$ cat config.mk
export PLATFORM = sky130hd
export DESIGN_NAME = led_matrix_scan_ctrl
export DESIGN_NICKNAME = d
export VERILOG_FILES = /design/src/rtl/led_scan_pkg.sv /design/src/rtl/scan_tick_gen.sv /design/src/rtl/led_matrix_scan_ctrl.sv
export SDC_FILE = /design/constraint.sdc
export NUM_CORES = 1
export LEC_CHECK = 0
export CAP_MARGIN = 20
export CELL_PAD_IN_SITES_DETAIL_PLACEMENT = 2
export CELL_PAD_IN_SITES_GLOBAL_PLACEMENT = 2
export CORE_MARGIN = 3
export CORE_UTILIZATION = 37
export DETAILED_ROUTE_END_ITERATION = 8
export PLACE_DENSITY = 0.91
export RECOVER_POWER = 25
export SYNTH_ARGS = -nofsm -noshare
export SYNTH_HDL_FRONTEND = slang
export SYNTH_SLANG_ARGS = --single-unit
$ cat constraint.sdc
create_clock -name clk_sys -period 24.9 [get_ports clk_sys]
set_clock_uncertainty 0.2 [all_clocks]
set_input_delay 4.98 -clock clk_sys [delete_from_list [all_inputs] [get_ports clk_sys]]
set_output_delay 4.98 -clock clk_sys [all_outputs]
set_load 0.03 [all_outputs]
$ cat src/rtl/led_scan_pkg.sv
// Shared types and sizing helpers for the LED matrix column-scan driver.
package led_scan_pkg;

   typedef enum logic [1:0] {
      IDLE  = 2'd0,
      BLANK = 2'd1,
      LIT   = 2'd2
   } scan_state_e;

   function automatic int col_width(input int cols);
      return (cols > 1) ? $clog2(cols) : 1;
   endfunction

   function automatic int slot_len(input int blank_ticks, input int bright_w);
      return blank_ticks + (1 << bright_w) - 1;
   endfunction

endpackage

$ cat src/rtl/scan_tick_gen.sv
// Clock-enable prescaler: one-cycle tick every TICK_DIV cycles while enabled.
module scan_tick_gen #(
   parameter int TICK_DIV = 3125
)(
   input  logic clk_sys,
   input  logic rst,
   input  logic enable,
   output logic tick
);

   localparam int CNT_W = (TICK_DIV > 1) ? $clog2(TICK_DIV) : 1;

   logic [CNT_W-1:0] cnt_q;
   logic [CNT_W-1:0] cnt_d;

   assign tick  = enable && (cnt_q == CNT_W'(TICK_DIV - 1));
   assign cnt_d = (!enable || tick) ? '0 : cnt_q + CNT_W'(1);

   always_ff @(posedge clk_sys or posedge rst) begin
      if (rst) cnt_q <= '0;
      else     cnt_q <= cnt_d;
   end

endmodule

$ cat src/rtl/led_matrix_scan_ctrl.sv
// Column-scan LED matrix driver: double-buffered frame, per-column blanking,
// PWM brightness and row flip, paced by a clock-enable scan tick.
module led_matrix_scan_ctrl
   import led_scan_pkg::*;
#(
   parameter int ROWS        = 16,
   parameter int COLS        = 16,
   parameter int TICK_DIV    = 3125,
   parameter int BRIGHT_W    = 4,
   parameter int BLANK_TICKS = 1
)(
   input  logic                     clk_sys,
   input  logic                     rst,
   input  logic                     enable,
   input  logic [ROWS*COLS-1:0]     frame_in,
   input  logic                     frame_load,
   output logic                     frame_ack,
   input  logic [BRIGHT_W-1:0]      brightness,
   input  logic                     flip_v,
   output logic [ROWS-1:0]          data_col,
   output logic [$clog2(COLS)-1:0]  curr_col,
   output logic                     frame_start
);

   localparam int COL_W  = col_width(COLS);
   localparam int SLOT   = slot_len(BLANK_TICKS, BRIGHT_W);
   localparam int SLOT_W = (SLOT > 1) ? $clog2(SLOT) : 1;

   scan_state_e         state_q;
   logic [SLOT_W-1:0]   slot_q;
   logic [COL_W-1:0]    col_q;
   logic                start_q;
   logic [ROWS*COLS-1:0] active_q;
   logic [ROWS*COLS-1:0] pending_q;
   logic                pending_valid_q;
   logic [ROWS-1:0]     data_col_q;
   logic [ROWS-1:0]     data_col_d;
   logic [COL_W-1:0]    curr_col_q;
   logic [COL_W-1:0]    curr_col_d;
   logic                frame_start_q;
   logic                frame_ack_q;

   logic                run;
   logic                tick;
   logic                swap;
   logic                lit_on;
   logic [SLOT_W-1:0]   lit_idx;
   logic [COLS-1:0]     row_bits;
   logic [ROWS-1:0]     col_bits;
   logic [ROWS-1:0]     mapped;

   // The prescaler is held clear in IDLE so every slot, including the first, is full length.
   assign run = enable && (state_q != IDLE);

   scan_tick_gen #(
      .TICK_DIV (TICK_DIV)
   ) u_tick (
      .clk_sys (clk_sys),
      .rst     (rst),
      .enable  (run),
      .tick    (tick)
   );

   always_comb begin
      row_bits = '0;
      col_bits = '0;
      mapped   = '0;
      for (int r = 0; r < ROWS; r++) begin
         row_bits    = active_q[r*COLS +: COLS];
         col_bits[r] = row_bits[col_q];
      end
      for (int r = 0; r < ROWS; r++)
         mapped[r] = flip_v ? col_bits[ROWS-1-r] : col_bits[r];
   end

   assign lit_idx    = slot_q - SLOT_W'(BLANK_TICKS);
   assign lit_on     = 32'(lit_idx) < 32'(brightness);
   assign data_col_d = (enable && (state_q == LIT) && lit_on) ? mapped : '0;
   assign curr_col_d = enable ? col_q : '0;

   // Frame boundaries (start_q) trail the FSM by one cycle, lining the swap up with curr_col.
   assign swap = pending_valid_q && ((state_q == IDLE) || start_q);

   always_ff @(posedge clk_sys or posedge rst) begin
      if (rst) begin
         state_q       <= IDLE;
         slot_q        <= '0;
         col_q         <= '0;
         start_q       <= 1'b0;
         data_col_q    <= '0;
         curr_col_q    <= '0;
         frame_start_q <= 1'b0;
      end else begin
         data_col_q    <= data_col_d;
         curr_col_q    <= curr_col_d;
         frame_start_q <= enable && start_q;
         start_q       <= 1'b0;
         if (!enable) begin
            state_q <= IDLE;
            slot_q  <= '0;
            col_q   <= '0;
         end else begin
            case (state_q)
               IDLE: begin
                  state_q <= BLANK;
                  slot_q  <= '0;
                  col_q   <= '0;
                  start_q <= 1'b1;
               end
               default: begin
                  if (tick) begin
                     if (slot_q == SLOT_W'(SLOT - 1)) begin
                        slot_q  <= '0;
                        state_q <= BLANK;
                        if (col_q == COL_W'(COLS - 1)) begin
                           col_q   <= '0;
                           start_q <= 1'b1;
                        end else begin
                           col_q <= col_q + COL_W'(1);
                        end
                     end else begin
                        slot_q  <= slot_q + SLOT_W'(1);
                        state_q <= (32'(slot_q) + 32'd1 >= 32'(BLANK_TICKS)) ? LIT : BLANK;
                     end
                  end
               end
            endcase
         end
      end
   end

   // A load coinciding with a swap lands in pending while active takes the older frame.
   always_ff @(posedge clk_sys or posedge rst) begin
      if (rst) begin
         active_q        <= '0;
         pending_q       <= '0;
         pending_valid_q <= 1'b0;
         frame_ack_q     <= 1'b0;
      end else begin
         frame_ack_q <= swap;
         if (swap)
            active_q <= pending_q;
         if (frame_load) begin
            pending_q       <= frame_in;
            pending_valid_q <= 1'b1;
         end else if (swap) begin
            pending_valid_q <= 1'b0;
         end
      end
   end

   assign data_col    = data_col_q;
   assign curr_col    = curr_col_q;
   assign frame_start = frame_start_q;
   assign frame_ack   = frame_ack_q;

endmodule
* Word level (Yosys, flattened, before mapping) *
Cells that the tools add are included.

cells by class
  $add $sub $neg = 5
  order comparisons = 3
  equality and inequality tests = 6
  multiplexer cells = 72
  reductions and logical operators = 13

operators by type and width
  operator                                                           number
  binary-select mux 1 bit (select 4 bit)                             16
  2-to-1 mux 4 bit                                                   10
  2-to-1 mux 1 bit                                                   39
  2-to-1 mux 16 bit                                                  1
  adder 12 x 1 -> 12 bit, second input constant                      1
  == test 12 bit, second input constant                              1
  2-to-1 mux 12 bit                                                  1
  2-to-1 mux 2 bit                                                   5
  adder 4 x 1 -> 4 bit, second input constant                        2
  == test 4 bit, second input constant                               2
  logical AND 1 bit                                                  6
  inequality test 3 x 1 -> 1 bit, second input constant              2
  adder 4 x 1 -> 5 bit, second input constant                        1
  greater-or-equal comparator 5 x 1 -> 1 bit, second input constant  1
  < comparator 4 x 5 -> 1 bit, second input constant                 1
  < comparator 4 bit                                                 1
  nonzero test 2 bit                                                 2
  subtractor 4 x 1 -> 4 bit, second input constant                   1
  == test 2 bit, second input constant                               1
  logical NOT 2 bit                                                  1
  logical OR 1 bit                                                   2
  AND reduction 2 bit                                                1
  logical NOT 1 bit                                                  1

storage, ports and cells
  register bits = 558
  input bits = 265
  output and inout port bits = 22
  logic and storage cells = 111

* Longest topological paths before layout *
  word-level depth = 7
  gate-level depth with buffers = 10
  depth with buffers taken out = 9

* Hierarchy *
Synthesis repeated with hierarchy kept, for this count alone.

unflattened totals
  cells, all modules = 2035
  area, all modules = 23286.1 um2

by module, submodules not included
  module                times used  cells an instance  area each (um2)  sequential area each (um2)
  led_matrix_scan_ctrl  1           1967               22597.9          13663.1
  scan_tick_gen         1           68                 688.2            300.3

* Worst setup path before layout *
No wires, ideal clock.

  kind = input to register
  from = in brightness[1]
  to = reg data_col_q[6], in the netlist data_col[6]
  library setup time = 0.067 ns
  arrival time = 6.559 ns
  required time = 24.633 ns
  setup slack = 18.074 ns
  cell stages on the path = 8
  buffers on the path = 1
  cell sequence = inv_1 ha_1 a21bo_2 a21oi_1 nor3_1 clkbuf_1 a22oi_1 nand2_1

between the ends
  cells in the longest elaborated chain, start to end = 3

RTL lines
  element               line                        RTL
  start, declared       led_matrix_scan_ctrl.sv:18  input logic [BRIGHT_W-1:0] brightness,
  < comparator 4 bit    led_matrix_scan_ctrl.sv:77  assign lit_on = 32'(lit_idx) < 32'(brightness);
  logical AND 1 bit     led_matrix_scan_ctrl.sv:78  assign data_col_d = (enable && (state_q == LIT) && lit_on) ? mapped : '0;
  2-to-1 mux 16 bit     led_matrix_scan_ctrl.sv:78
  net data_col_d[6]     led_matrix_scan_ctrl.sv:37  logic [ROWS-1:0] data_col_d;
  end signal, assigned  led_matrix_scan_ctrl.sv:94  data_col_q <= data_col_d;
  end, declared         led_matrix_scan_ctrl.sv:36  logic [ROWS-1:0] data_col_q;

The timed path passes the listed nets, and every way through them passes these cells.
A chain may end at the register's enable or synchronous reset.

* Final worst setup path *
  from = in frame_load
  to = reg pending_q[44]

RTL lines
  element               line                         RTL
  start, declared       led_matrix_scan_ctrl.sv:16   input logic frame_load,
  end signal, assigned  led_matrix_scan_ctrl.sv:144  pending_q <= frame_in;
  end, declared         led_matrix_scan_ctrl.sv:34   logic [ROWS*COLS-1:0] pending_q;

No word-level cell between the ends.

==> run_results.csv <==
group,metric,value,unit
run_status,status,"finished with violations",
run_status,violations,"max-capacitance violations, max-slew violations",
setup_path,r2r_cells,7,
cells_and_area,final_nets,2541,
detailed_routing,highest_layer,"met4",
logic_synthesis,synth_edf_count,0,
logic_synthesis,synthArstFlopShare,1.00,
hold_path,min_path_cells,2,
global_route,antenna_found_initial,5,
setup_path,startpoint_type,"input pin",
timing,slew_headroom,-3.87,
place,detailed_place_hpwl,49.3,mm
logic_synthesis,syn-num-nets,2293,
power,p_leak,0.0131,uW
clocking,cts_setup_buffers,0,
logic_synthesis,synth.distinct_cells,42,
cells_and_area,final_cells,3152,
timing,hold_violations,0,
floorplanning,die_area,0.0655,mm^2
floorplanning,dieHeight,256,um
detailed_routing,drt_first_iter_violations,922,
power,peakVddDrop,53.4,uV
setup_path,r2r_end,"active_q[218]",
floorplanning,initial_core_util,0.379,
clocking,cts_resized,0,
place,dp.cells,3030,
place,port_buffers,286,
power,power_density,81.8,mW/mm^2
detailed_routing,detail_route.wl_per_cell,24.7,um
setup_path,worstPathArrival,11120,ps
cells_and_area,design_area,0.0289,mm^2
clocking,cts_max_level,2,
timing,worst_pin_slew,7310,ps
timing,tns,0,ps
cells_and_area,nFillCells,6071,
place,place.gp.congestion,0.767,
timing,max_freq,0.0923,GHz
cells_and_area,final_cell_mix,"nand2_1 (809), dfrtp_1 (555), clkdlybuf4s50_1 (283)",
timing,period_needed,10840,ps
timing,setup_viol,0,
timing,maxSlewViolCount,480,
timing,rsz0062_at_grt,"false",
clocking,cts_made_buffers,59,
logic_synthesis,synth_top_area_share,0.604,
detailed_routing,met1Wirelength,29.6,mm
setup_path,rrSetupSlack,14250,ps
setup_path,crit_type,"in2reg",
clocking,cts-root-buf,"clkbuf_16",
clocking,cts_tree,"done",
timing,min_period_over_period,0.435,
clocking,clkTransAtPathRegs,60,ps
detailed_routing,dr_wl_met3,3.02,mm
floorplanning,die_x,256,um
setup_path,rr_startpoint,"state_q[0]",
global_route,grt_max_degree,172,
global_route,grt_use_total,0.237,
setup_path,required,25180,ps
clocking,cts.hold.buffers_added,0,
logic_synthesis,synth-seq-area-share,0.604,
cells_and_area,drive_gt1_frac,0.194,
logic_synthesis,ys.flop_type,"dfrtp_1",
clocking,insertion_delay,630,ps
hold_path,hold_start,"pending_q[114]",
detailed_routing,vias_per_cell,5.15,
logic_synthesis,yosys.area.top_type,"dfrtp_1",
setup_path,critPathLaunch,"frame_load",
cells_and_area,layout_commonest_cell,"nand2_1",
place,dpl-instance-area,0.0268,mm^2
clocking,clockBufferDepth,3,
global_route,overflow,0,
logic_synthesis,synth.area.top_cells,"dfrtp_1 (60%), nand2_1 (13%), mux2_2 (13%)",
detailed_routing,post-route-drc-count,0,
setup_path,endpoint_kind,"flip-flop",
power,fin_total_pwr,2360,uW
detailed_routing,wl_met2,42.6,mm
clocking,clock_sinks,558,
global_route,grt_first_pass_wirelength,120,mm
global_route,grt_pass1_vias,19500,
detailed_routing,totalWireLength,77.9,mm
detailed_routing,ant_nets,0,
hold_path,worstHoldPathType,"reg2reg",
floorplanning,core_area,0.0610,mm^2
cells_and_area,syn_to_final_growth,25.0,%
detailed_routing,vias,16200,
floorplanning,fp-row-count,90,
logic_synthesis,synth.ff_latch_count,558,
logic_synthesis,avgSynthCellArea,11.4,um^2
flow_run,cap_violations,4,
hold_path,hold_end,"active_q[114]",
floorplanning,ios,287,
setup_path,crit_fanout,138,
logic_synthesis,syn_area,0.0231,mm^2
detailed_routing,drt_pass1_iterations,4,
logic_synthesis,ys_warn_count,0,
logic_synthesis,synth_cells,2020,
==> cells in the mapped netlist, types with 3 or more instances <==
master,number
or3_1,3
dfrtp_1,558
inv_1,11
ha_1,8
nand3_1,8
nor3_1,4
nand4_1,4
nand2b_1,8
nand2_1,809
mux2_2,264
o21ai_0,4
mux2i_1,35
mux4_2,48
a21oi_1,7
clkbuf_1,91
and2_1,8
xor2_1,8
buf_1,14
xnor2_1,6
buf_2,11
a221oi_1,16
nor2_1,40
a22oi_1,32
==> worst max-delay path by stage <==
stage                endpoint  slack (ps)  cells after the start
2_1_floorplan     active_q[0]        4120                      1
3_3_place_gp      curr_col[1]       16680                      4
3_5_place_dp   pending_q[136]       16540                      4
4_1_cts        pending_q[136]       17190                      4
5_1_grt         active_q[218]       13090                      7
6_report        pending_q[44]       14060                      3
==> cells by family after synthesis <==
logic type | count (synthesis) | share of synthesized area
buffers and inverters | 130 | 0.0220
xor gates and xnor gates | 14 | 0.00531
muxes | 347 | 0.191
adders and majority gates | 8 | 0.00433
AOI/OAI and AO/OA | 67 | 0.0212
DFF | 558 | 0.604
and+or+nand+nor | 896 | 0.152
==> stage by stage <==
stage                     hold slack [ps]   util  worst slack, ps
after global placement                245  0.438            16680
after detailed placement              261  0.438            16540
after floorplan                       235      -             4120
final                                 269  0.473            14060
after CTS                             260  0.472            17190
after global routing                  286  0.473            13090
==> worst max-delay path: stages <==
cell and delay [ps]:
clkbuf_1 4910, buf_12 410, mux2_2 430
==> state kept, by name (all words and copies together) (netlist names) <==
name and flops:
curr_col 4, start_q 1, frame_ack 1, data_col 16
pending_q 256, active_q 256, pending_valid_q 1, slot_q 4
state_q 2, u_tick.cnt_q 12, frame_start 1, col_q 4
==> power by group <==
| group | internal, uW | total, uW | switching, uW |
|---|---|---|---|
| registers | 1030 | 1110 | 80.7 |
| logic | 155 | 326 | 171 |
| clock network | 543 | 930 | 387 |
| total | 1730 | 2360 | 639 |
==> layout make-up <==
class | instances | area [um^2] | share of cell area
sequential | 558 | 14000 | 0.484
clock inverter | 28 | 290 | 0.0100
multi-input combinational | 1332 | 8670 | 0.300
clock buffer | 83 | 1760 | 0.0608
tap | 828 | 1040 | 0.0358
timing repair buffer | 305 | 3100 | 0.107
antenna | 6 | 15.0 | 0.000520
inverter | 12 | 47.5 | 0.00165
==> metal layers <==
metal / vias to the layer above / global-route usage
met5: - / 0
met4: 0 / 0.0909
met3: 150 / 0.0385
met2: 336 / 0.443
met1: 8587 / 0.271
li1: 7165 / -
(Power assumes the default switching activity.)
